[src/rtl/lifo_arbiter.sv]
// Round-robin arbiter sharing one LIFO between two requesters, with an optional
// per-requester lock and an owner-tagged read return path.
module lifo_arbiter #(
  parameter int unsigned WIDTH = 8
) (
  input  logic             clk,
  input  logic             reset_n,
  input  logic             req0_push,
  input  logic             req1_push,
  input  logic             req0_pop,
  input  logic             req1_pop,
  input  logic [WIDTH-1:0] req0_din,
  input  logic [WIDTH-1:0] req1_din,
  input  logic             lock0,
  input  logic             lock1,
  output logic             gnt0,
  output logic             gnt1,
  output logic             rvalid0,
  output logic             rvalid1,
  output logic [WIDTH-1:0] rdata0,
  output logic [WIDTH-1:0] rdata1,
  output logic             lifo_push,
  output logic             lifo_pop,
  output logic [WIDTH-1:0] lifo_din,
  input  logic [WIDTH-1:0] lifo_dout,
  input  logic             lifo_full,
  input  logic             lifo_empty
);

  typedef enum logic [1:0] {ARB, LOCK0, LOCK1} state_t;

  state_t           state_q, state_d;
  logic             last_q, last_d;
  logic             rvalid_q;
  logic             owner_q;
  logic [WIDTH-1:0] hold0_q, hold1_q;

  logic [1:0] push_ok, pop_ok, elig, lock;
  logic       gnt_any, gnt_sel;

  assign push_ok = {req1_push, req0_push} & {2{~lifo_full}};
  assign pop_ok  = {req1_pop, req0_pop} & {2{~lifo_empty}};
  assign elig    = push_ok | pop_ok;
  assign lock    = {lock1, lock0};

  always_comb begin
    gnt_any   = 1'b0;
    gnt_sel   = 1'b0;
    state_d   = state_q;
    last_d    = last_q;
    gnt0      = 1'b0;
    gnt1      = 1'b0;
    lifo_push = 1'b0;
    lifo_pop  = 1'b0;
    lifo_din  = '0;

    unique case (state_q)
      ARB: begin
        if (elig[0] && elig[1]) begin
          gnt_any = 1'b1;
          gnt_sel = ~last_q;
        end else if (elig[0]) begin
          gnt_any = 1'b1;
          gnt_sel = 1'b0;
        end else if (elig[1]) begin
          gnt_any = 1'b1;
          gnt_sel = 1'b1;
        end
      end
      LOCK0: begin
        gnt_any = elig[0];
        gnt_sel = 1'b0;
      end
      LOCK1: begin
        gnt_any = elig[1];
        gnt_sel = 1'b1;
      end
      default: ;
    endcase

    if (!reset_n) gnt_any = 1'b0;

    // Push wins over a simultaneous pop from the same requester.
    if (gnt_any) begin
      gnt0   = ~gnt_sel;
      gnt1   = gnt_sel;
      last_d = gnt_sel;
      if (push_ok[gnt_sel]) begin
        lifo_push = 1'b1;
        lifo_din  = gnt_sel ? req1_din : req0_din;
      end else begin
        lifo_pop  = 1'b1;
      end
    end

    unique case (state_q)
      ARB: begin
        if (gnt_any && lock[gnt_sel]) state_d = gnt_sel ? LOCK1 : LOCK0;
      end
      LOCK0: begin
        if (!lock0) begin
          state_d = ARB;
          last_d  = 1'b0;
        end
      end
      LOCK1: begin
        if (!lock1) begin
          state_d = ARB;
          last_d  = 1'b1;
        end
      end
      default: state_d = ARB;
    endcase
  end

  always_ff @(posedge clk) begin
    if (!reset_n) begin
      state_q  <= ARB;
      last_q   <= 1'b1;
      rvalid_q <= 1'b0;
      owner_q  <= 1'b0;
      hold0_q  <= '0;
      hold1_q  <= '0;
    end else begin
      state_q  <= state_d;
      last_q   <= last_d;
      rvalid_q <= lifo_pop;
      if (lifo_pop) owner_q <= gnt_sel;
      if (rvalid_q && !owner_q) hold0_q <= lifo_dout;
      if (rvalid_q &&  owner_q) hold1_q <= lifo_dout;
    end
  end

  // LIFO data is valid in the return cycle, so it is passed through then and held after.
  assign rvalid0 = rvalid_q & ~owner_q;
  assign rvalid1 = rvalid_q &  owner_q;
  assign rdata0  = rvalid0 ? lifo_dout : hold0_q;
  assign rdata1  = rvalid1 ? lifo_dout : hold1_q;

endmodule

[config.mk]
export PLATFORM = sky130hd
export DESIGN_NAME = lifo_arbiter
export DESIGN_NICKNAME = d
export VERILOG_FILES = /design/src/rtl/lifo_arbiter.sv
export SDC_FILE = /design/constraint.sdc
export NUM_CORES = 1
export LEC_CHECK = 0
export CAP_MARGIN = 15
export CORE_UTILIZATION = 41
export CTS_BUF_LIST = sky130_fd_sc_hd__clkbuf_16
export DETAILED_ROUTE_END_ITERATION = 10
export PLACE_DENSITY_LB_ADDON = 0.12
export SLEW_MARGIN = 20
export SYNTH_ARGS = -nofsm -noshare
export SYNTH_HDL_FRONTEND = slang
export SYNTH_SLANG_ARGS = --single-unit
[constraint.sdc]
create_clock -name clk -period 2.2 [get_ports clk]
set_clock_uncertainty 0.1 [all_clocks]
set_input_delay 0.22 -clock clk [delete_from_list [all_inputs] [get_ports clk]]
set_output_delay 0.22 -clock clk [all_outputs]
set_load 0.01 [all_outputs]
==> reports/qor.yml, run 1 <==
timing:
  period_share: 0.984
  finalHoldViolCount: 0
  tightest_slew_ps: 395
  relSlewSlack: 0.736
  drv_slew: 0
  rsz0062_at_grt: "true"
  holdWs_ps: 442
  max_freq_ghz: 0.462
  finalSetupViolCount: 0
  period_needed_ps: 2170
  setup_slack_ps: 34.8
route:
  firstDrtPassIters: 4
  wire_per_inst_um: 14.5
  drt_iter0_drc: 32
  vias_per_cell: 5.12
  route.final.wire_length_um: 4010
  ant_nets: 0
  via_count: 1417
  drc: 0
yosys:
  synth_top_area_share: 0.302
  synth_flop_cell: "dfxtp_1"
  syn_inst: 146
  synth_seq_area_share: 0.302
  yosysMostFrequentCell: "dfxtp_1"
  synth.largest_area_cell: "dfxtp_1"
  syn_area_um2: 1390
  synth.distinct_cells: 46
  syn-num-nets: 184
  synth.avg_cell_area_um2: 9.52
  synth_edf_count: 0
  synth-async-reset-ratio: 0
  yosys-top-cells-count: "dfxtp_1, nand3_1, and2_1, mux2_2, a21oi_2"
  synthTopCellsByArea: "dfxtp_1, mux2_2, and2_1, nand3_1, a21oi_2"
  synth_seq_cells: 21
  ys_warn_count: 0
clock_network:
  root_buffer: "clkbuf_16"
  cts_sinks: 21
  cts_buffers: 3
  h-tree-depth: 1
  path_clk_slew_ps: 50
  hold_buffers: 0
  ctsLongestPathBuffers: 2
  insertion_delay_ps: 250
  cts_tree: "built"
worst_setup_path:
  reg2regPathDepth: 9
  cp-start-kind: "flip-flop"
  reg2reg_to: "state_q[0]"
  crit_family: "buffers and inverters"
  cp_common_cell: "buf_4"
  crit_required_ps: 1880
  r2r-start: "state_q[1]"
  slowest_delay_ps: 360
  cp_max_fo: 4
  cp_num_buf_inv: 4
  cp_slowest_cell: "dfxtp_2"
  end_kind: "primary output"
  path_class: "reg -> out"
  rrSetupSlack_ps: 230
  worstPathArrival_ps: 1850
  cp_cell_sequence: "buf_4 -> ha_4 -> o21a_4 -> o31ai_4 -> or2_4 -> buf_6 -> buf_4 -> a21oi_2 -> buf_2"
cells_and_area:
  diodes: 0
  fin_nets: 272
  fin_util: 0.774
  multiInputGateArea_um2: 985
  stdcell_count: 277
  drive_gt1_frac: 0.382
  ff_latch_area_um2: 425
  fill_cells: 215
  area_growth_pct: 74.3
  finish.instance_area_um2: 2420
place:
  dp_slack_ps: -504
  port_buffers: 63
  dp_cells: 261
  globalplace.congestion: 0.860
  placed_area_um2: 2140
  dp_hpwl_um: 2770
floorplan:
  start_util: 0.444
  dieArea_um2: 3630
  coreArea_um2: 3130
  ios: 64
  die_width_um: 60.2
  die_h_um: 60.2
  rows: 20
global_route:
  grt_pass1_wl_um: 6040
  grt_max_degree: 22
  antenna_found_initial: 0
  track_usage: 0.221
  overflow: 0
  grt_pass1_vias: 1364
power:
  vdd_drop_max_mv: 0.843
  p_leak_nw: 1.04
  power_density_nw_per_um2: 1010
min_path:
  min_path_cells: 2
  hold_path_class: "reg -> reg"
  hold_start: "owner_q"
  min_to: "owner_q"
status:
  outcome: "completed"
run:
  cap_violations: 0
## worst max path at each step
stage	startpoint	to	slack, ps	depth (start not counted)
final	state_q[0]	lifo_din[2]	30	9
after detailed placement	req0_push	lifo_din[7]	-500	7
after global routing	state_q[1]	lifo_din[2]	-20	8
after floorplan	state_q[0]	lifo_push	340	8
after global placement	req0_push	lifo_din[7]	-450	7
after CTS	state_q[0]	lifo_din[2]	-50	8
## cells by family after synthesis
group                    share of synthesized area
AO/OA/AOI/OAI                                0.210
adder cells (fa/ha/maj)                     0.0360
buffers and inverters                       0.0576
flip-flops                                   0.302
multiplexers                                 0.154
AND/OR/NAND/NOR                              0.240
## cells in the final DEF (no fill, tap or decap), types with 5 or more instances in the layout
master / count
clkdlybuf4s50_1: 45
clkbuf_2: 7
and2_1: 16
a21oi_2: 8
nand3_1: 17
dfxtp_1: 19
dlygate4sd2_1: 7
buf_6: 5
mux2_1: 6
mux2_2: 10
nand2_1: 7
buf_4: 21
## cell type report
| class | count | share of cell area |
|---|---|---|
| Sequential cell | 21 | 0.176 |
| Clock inverter | 1 | 0.00207 |
| Timing Repair Buffer | 92 | 0.352 |
| Tap cell | 44 | 0.0227 |
| Inverter | 5 | 0.00981 |
| Clock buffer | 3 | 0.0310 |
| Multi-Input combinational cell | 111 | 0.407 |
## through the flow
stage	setup TNS [ps]	total power [W]
6_report	0	0.00244
5_1_grt	-16.6	0.00257
4_1_cts	-54.0	0.00233
3_5_place_dp	-5200	0.00172
3_3_place_gp	-4750	0.00168
2_1_floorplan	0	0.00121
## registers in the layout, summed over array words and instances, names as in the netlist
name and flops:
owner_q 1, rvalid_q 1, last_q 1, hold0_q 8, state_q 2, hold1_q 8
## worst reg2reg max path: cells and delay by family (launching register included)
family | cells | cell delay (ps)
compound gates | 4 | 700
fa+ha+maj | 1 | 160
buf+inv | 3 | 330
flops | 1 | 380
mux | 1 | 220
## per-layer routing
layer  GRT usage  wire, um  vias to the layer above
met5           0         0                        -
met3      0.0541       256                        4
li1            -         -                      688
met1       0.266      1610                      676
met2       0.377      2100                       49
met4      0.0764        36                        0
## where the power goes
group	switching, W	total, W	leakage, nW	internal, W
combinational	0.000671	0.00156	0.823	0.000884
clock	0.000132	0.000376	0.0409	0.000244
sequential	0.0000553	0.000512	0.172	0.000456
## what timing repair did
item | CTS | global route
cloned | 1 | 0
endpoints found under the setup margin | 20 | 10
endpoints found under the hold margin | 0 | 0
gates resized for setup | 41 | 34
pin swaps | 4 | 3
buffers inserted | 8 | 3
No activity file was read; power rests on OpenSTA's default activity.
==> run 2, diff against run 1 <==
--- a/config.mk
+++ b/config.mk
@@ -5,8 +5,9 @@
 export SDC_FILE = /design/constraint.sdc
 export NUM_CORES = 1
 export LEC_CHECK = 0
+export ABC_AREA = 1
 export CAP_MARGIN = 15
-export CORE_UTILIZATION = 41
+export CORE_UTILIZATION = 39
 export CTS_BUF_LIST = sky130_fd_sc_hd__clkbuf_16
 export DETAILED_ROUTE_END_ITERATION = 10
 export PLACE_DENSITY_LB_ADDON = 0.12
==> constraint.sdc (replaced) <==
create_clock -name clk -period 2.2 [get_ports clk]
set_clock_uncertainty 0.1 [all_clocks]
set_input_delay 0.33 -clock clk [delete_from_list [all_inputs] [get_ports clk]]
set_output_delay 0.33 -clock clk [all_outputs]
set_load 0.01 [all_outputs]
==> run 2 against run 1 <==
Compared with the run above:
- the flow now finishes with violations (DRC, setup timing)
- sequential share of layout area increased by 0.95 points
- clock power up 2%
- first-iteration DRC count increased by 31%
- core utilization up 2.6 points
- cell count increased by 9.0%
- synthesized cell count rose by 24%
- via count rose by 1.1%
- total power fell by 0.28%
- sequential cell count stayed put
- count of clock-buffer cells in the layout did not move
- sequential power fell by 2%
- area after synthesis is 12% lower
- critical path type unchanged
==> reports/qor.yml, run 2 <==
yosys:
  synth_top_family_by_area: "simple AND/OR/NAND/NOR gates"
  synth.avg_cell_area_um2: 6.73  # -29%
  synth_simple_gate_area_frac: 0.321  # +0.0803
  synth.largest_area_cell: "dfxtp_1"
  syn_inst: 181  # +24%
  synthMuxAreaShare: 0  # -0.154
  ys_warn_count: 0  # unchanged
  syn_area_um2: 1220  # -12%
  syn-num-nets: 219  # +19%
  synth_flop_cell: "dfxtp_1"
  yosys-top-cells-count: "nand2_1, inv_1, dfxtp_1, nor2_1, o21ai_0"
  synth_compound_area_frac: 0.161  # -0.0484
  synthTopCellsByArea: "dfxtp_1, nand2_1, inv_1, or2_2, o21ai_0"
  synth-async-reset-ratio: 0  # unchanged
  synth_seq_cells: 21  # unchanged
  synth_top_area_share: 0.345  # +0.0429
  synth_xor_area_frac: 0  # unchanged
  synth_edf_count: 0  # unchanged
  post_synth_fa_ha_maj_area_fraction: 0.0411  # +0.00511
  yosysMostFrequentCell: "nand2_1"
  synth_seq_area_share: 0.345  # +0.0429
  synth.distinct_cells: 23  # -50%
clock_network:
  cts_buffers: 3  # unchanged
  cts_tree: "built"
  h-tree-depth: 1  # unchanged
  path_clk_slew_ps: 60  # about the same
  hold_buffers: 0  # unchanged
  cts_sinks: 21  # unchanged
  insertion_delay_ps: 250  # about the same
  ctsLongestPathBuffers: 2  # unchanged
  root_buffer: "clkbuf_16"
global_route:
  track_usage: 0.204  # -0.0165
  grt_max_degree: 18  # -18%
  antenna_found_initial: 0  # unchanged
  grt_pass1_wl_um: 5460  # -9.7%
  overflow: 0  # unchanged
  grt_pass1_vias: 1323  # -3.0%
route:
  vias_per_cell: 4.75  # -7.2%
  ant_nets: 0  # unchanged
  wire_per_inst_um: 12.9  # -11%
  firstDrtPassIters: 7  # +3
  via_count: 1433  # +1.1%
  route.final.wire_length_um: 3890  # -2.9%
  drc: 7  # +7
  drt_iter0_drc: 42  # +31%
floorplan:
  start_util: 0.427  # -0.0176
  die_h_um: 57.9  # -3.9%
  die_width_um: 57.9  # -3.9%
  coreArea_um2: 2850  # -8.8%
  rows: 19  # -5.0%
  ios: 64  # unchanged
  dieArea_um2: 3350  # -7.7%
worst_setup_path:
  cp_slowest_cell: "clkdlybuf4s50_1"
  cp_max_fo: 8  # +4
  path_class: "reg -> out"
  end_kind: "primary output"
  slowest_delay_ps: 480  # +120 ps
  worstPathArrival_ps: 1820  # -30 ps
  crit_required_ps: 1770  # -110 ps
  cp_cell_sequence: "inv_1 -> nor2_1 -> buf_4 -> inv_1 -> o21ai_1 -> inv_1 -> clkdlybuf4s50_1"
  cp-start-kind: "flip-flop"
  cp_common_cell: "inv_1"
place:
  dp_slack_ps: -447  # +56.7 ps
  port_buffers: 63  # unchanged
  globalplace.congestion: 0.799  # -7.2%
  dp_hpwl_um: 2470  # -11%
cells_and_area:
  largestRegisters: "hold0_q x8, hold1_q x8, state_q x2"
  diodes: 0  # unchanged
  fill_cells: 198  # -7.9%
  area_growth_pct: 87.7
  drive_gt1_frac: 0.373  # -0.00928
  final_cell_mix: "clkdlybuf4s50_1, inv_1, nand2_1"
  fin_nets: 310  # +14%
  final_common_cell: "clkdlybuf4s50_1"
min_path:
  hold_path_class: "reg -> reg"
timing:
  finalHoldViolCount: 0  # unchanged
  setup_slack_ps: -46.4  # -81.3 ps
  period_needed_ps: 2250  # +81.3 ps
  max_freq_ghz: 0.445  # -3.6%
  drv_slew: 0  # unchanged
  relSlewSlack: 0.683  # -0.0524
  holdWs_ps: 466  # +24.1 ps
  period_share: 1.02  # +0.0369
  tightest_slew_ps: 472  # +76.6 ps
  finalSetupViolCount: 8  # +8
  rsz0062_at_grt: "true"
status:
  violations: "DRC, setup timing"
  outcome: "complete, but fails checks"
power:
  power_density_nw_per_um2: 1070  # +5.7%
  p_total_w: 0.00244  # -0.28%
  vdd_drop_max_mv: 0.833  # -1.2%
  p_leak_nw: 1.36  # +31%
run:
  cap_violations: 0  # unchanged
## run 2: cell types whose count changed after synthesis, moves of 6 or more
| cell | delta |
|---|---|
| o21ai_0 | +17 |
| and2_1 | -16 |
| mux2_1 | -6 |
| mux2_2 | -10 |
| a21oi_1 | +10 |
| nor2_1 | +19 |
| a21oi_2 | -8 |
| nand2_1 | +26 |
| or2_2 | +16 |
| nand3_1 | -11 |
| inv_1 | +27 |
## run 2: worst max-delay path, delay by kind of cell, from the launching register on
kind,cells,cell delay [ps]
buf+inv,5,890
simple gates,1,120
compound gates,1,210
flops,1,340
## run 2: path summary, 6_finish.rpt
check,end,slack (ps),from,cells past startpoint
max reg2reg,owner_q,370,state_q[0],11
max,rdata0[4],-50,rvalid_q,7
min,hold0_q[6],470,hold0_q[6],3
min reg2reg,hold0_q[6],470,hold0_q[6],3
## run 2: per-stage QoR
step / util / std cells / setup TNS, ps / instance area [um^2]
2_1_floorplan: - / 181 / 0 / 1220
3_3_place_gp: 0.704 / 292 / -4190 / 2010
3_5_place_dp: 0.704 / 292 / -4630 / 2010
4_1_cts: 0.745 / 298 / -196 / 2120
5_1_grt: 0.801 / 302 / -1110 / 2280
6_report: 0.801 / 302 / -196 / 2280
## run 2: cell type report
| class | count | area, um^2 | area share |
|---|---|---|---|
| clock inverter | 1 | 7.51 | 0.00329 |
| timing repair buffer | 88 | 817 | 0.358 |
| tap | 31 | 38.8 | 0.0170 |
| clock buffer | 3 | 75.1 | 0.0329 |
| multi-input combinational | 123 | 787 | 0.344 |
| inverter | 35 | 136 | 0.0597 |
| sequential | 21 | 423 | 0.185 |
## run 2: metal layers
metal	wire length [um]	GRT usage	vias up
met3	248	0.0536	4
met1	1620	0.242	649
met4	23	0.0272	0
met2	2000	0.376	46
met5	0	0	-
li1	-	-	734
## run 2: kinds of logic after synthesis
family          Yosys count
fa+ha+maj                 4
simple gates             83
buf+inv                  38
flops                    21
compound gates           35
## run 2: power by group
group	total [W]	internal, W	switching [W]
clock	0.000384	0.000246	0.000138
sequential	0.000502	0.000464	0.0000378
combinational	0.00155	0.000759	0.000791
total	0.00244	0.00147	0.000967
## run 2: what timing repair did
action / CTS / global route
setup endpoints to repair: 25 / 27
cloned: 1 / 0
pin swaps: 3 / 14
buffers inserted: 1 / 4
gates resized for setup: 67 / 48
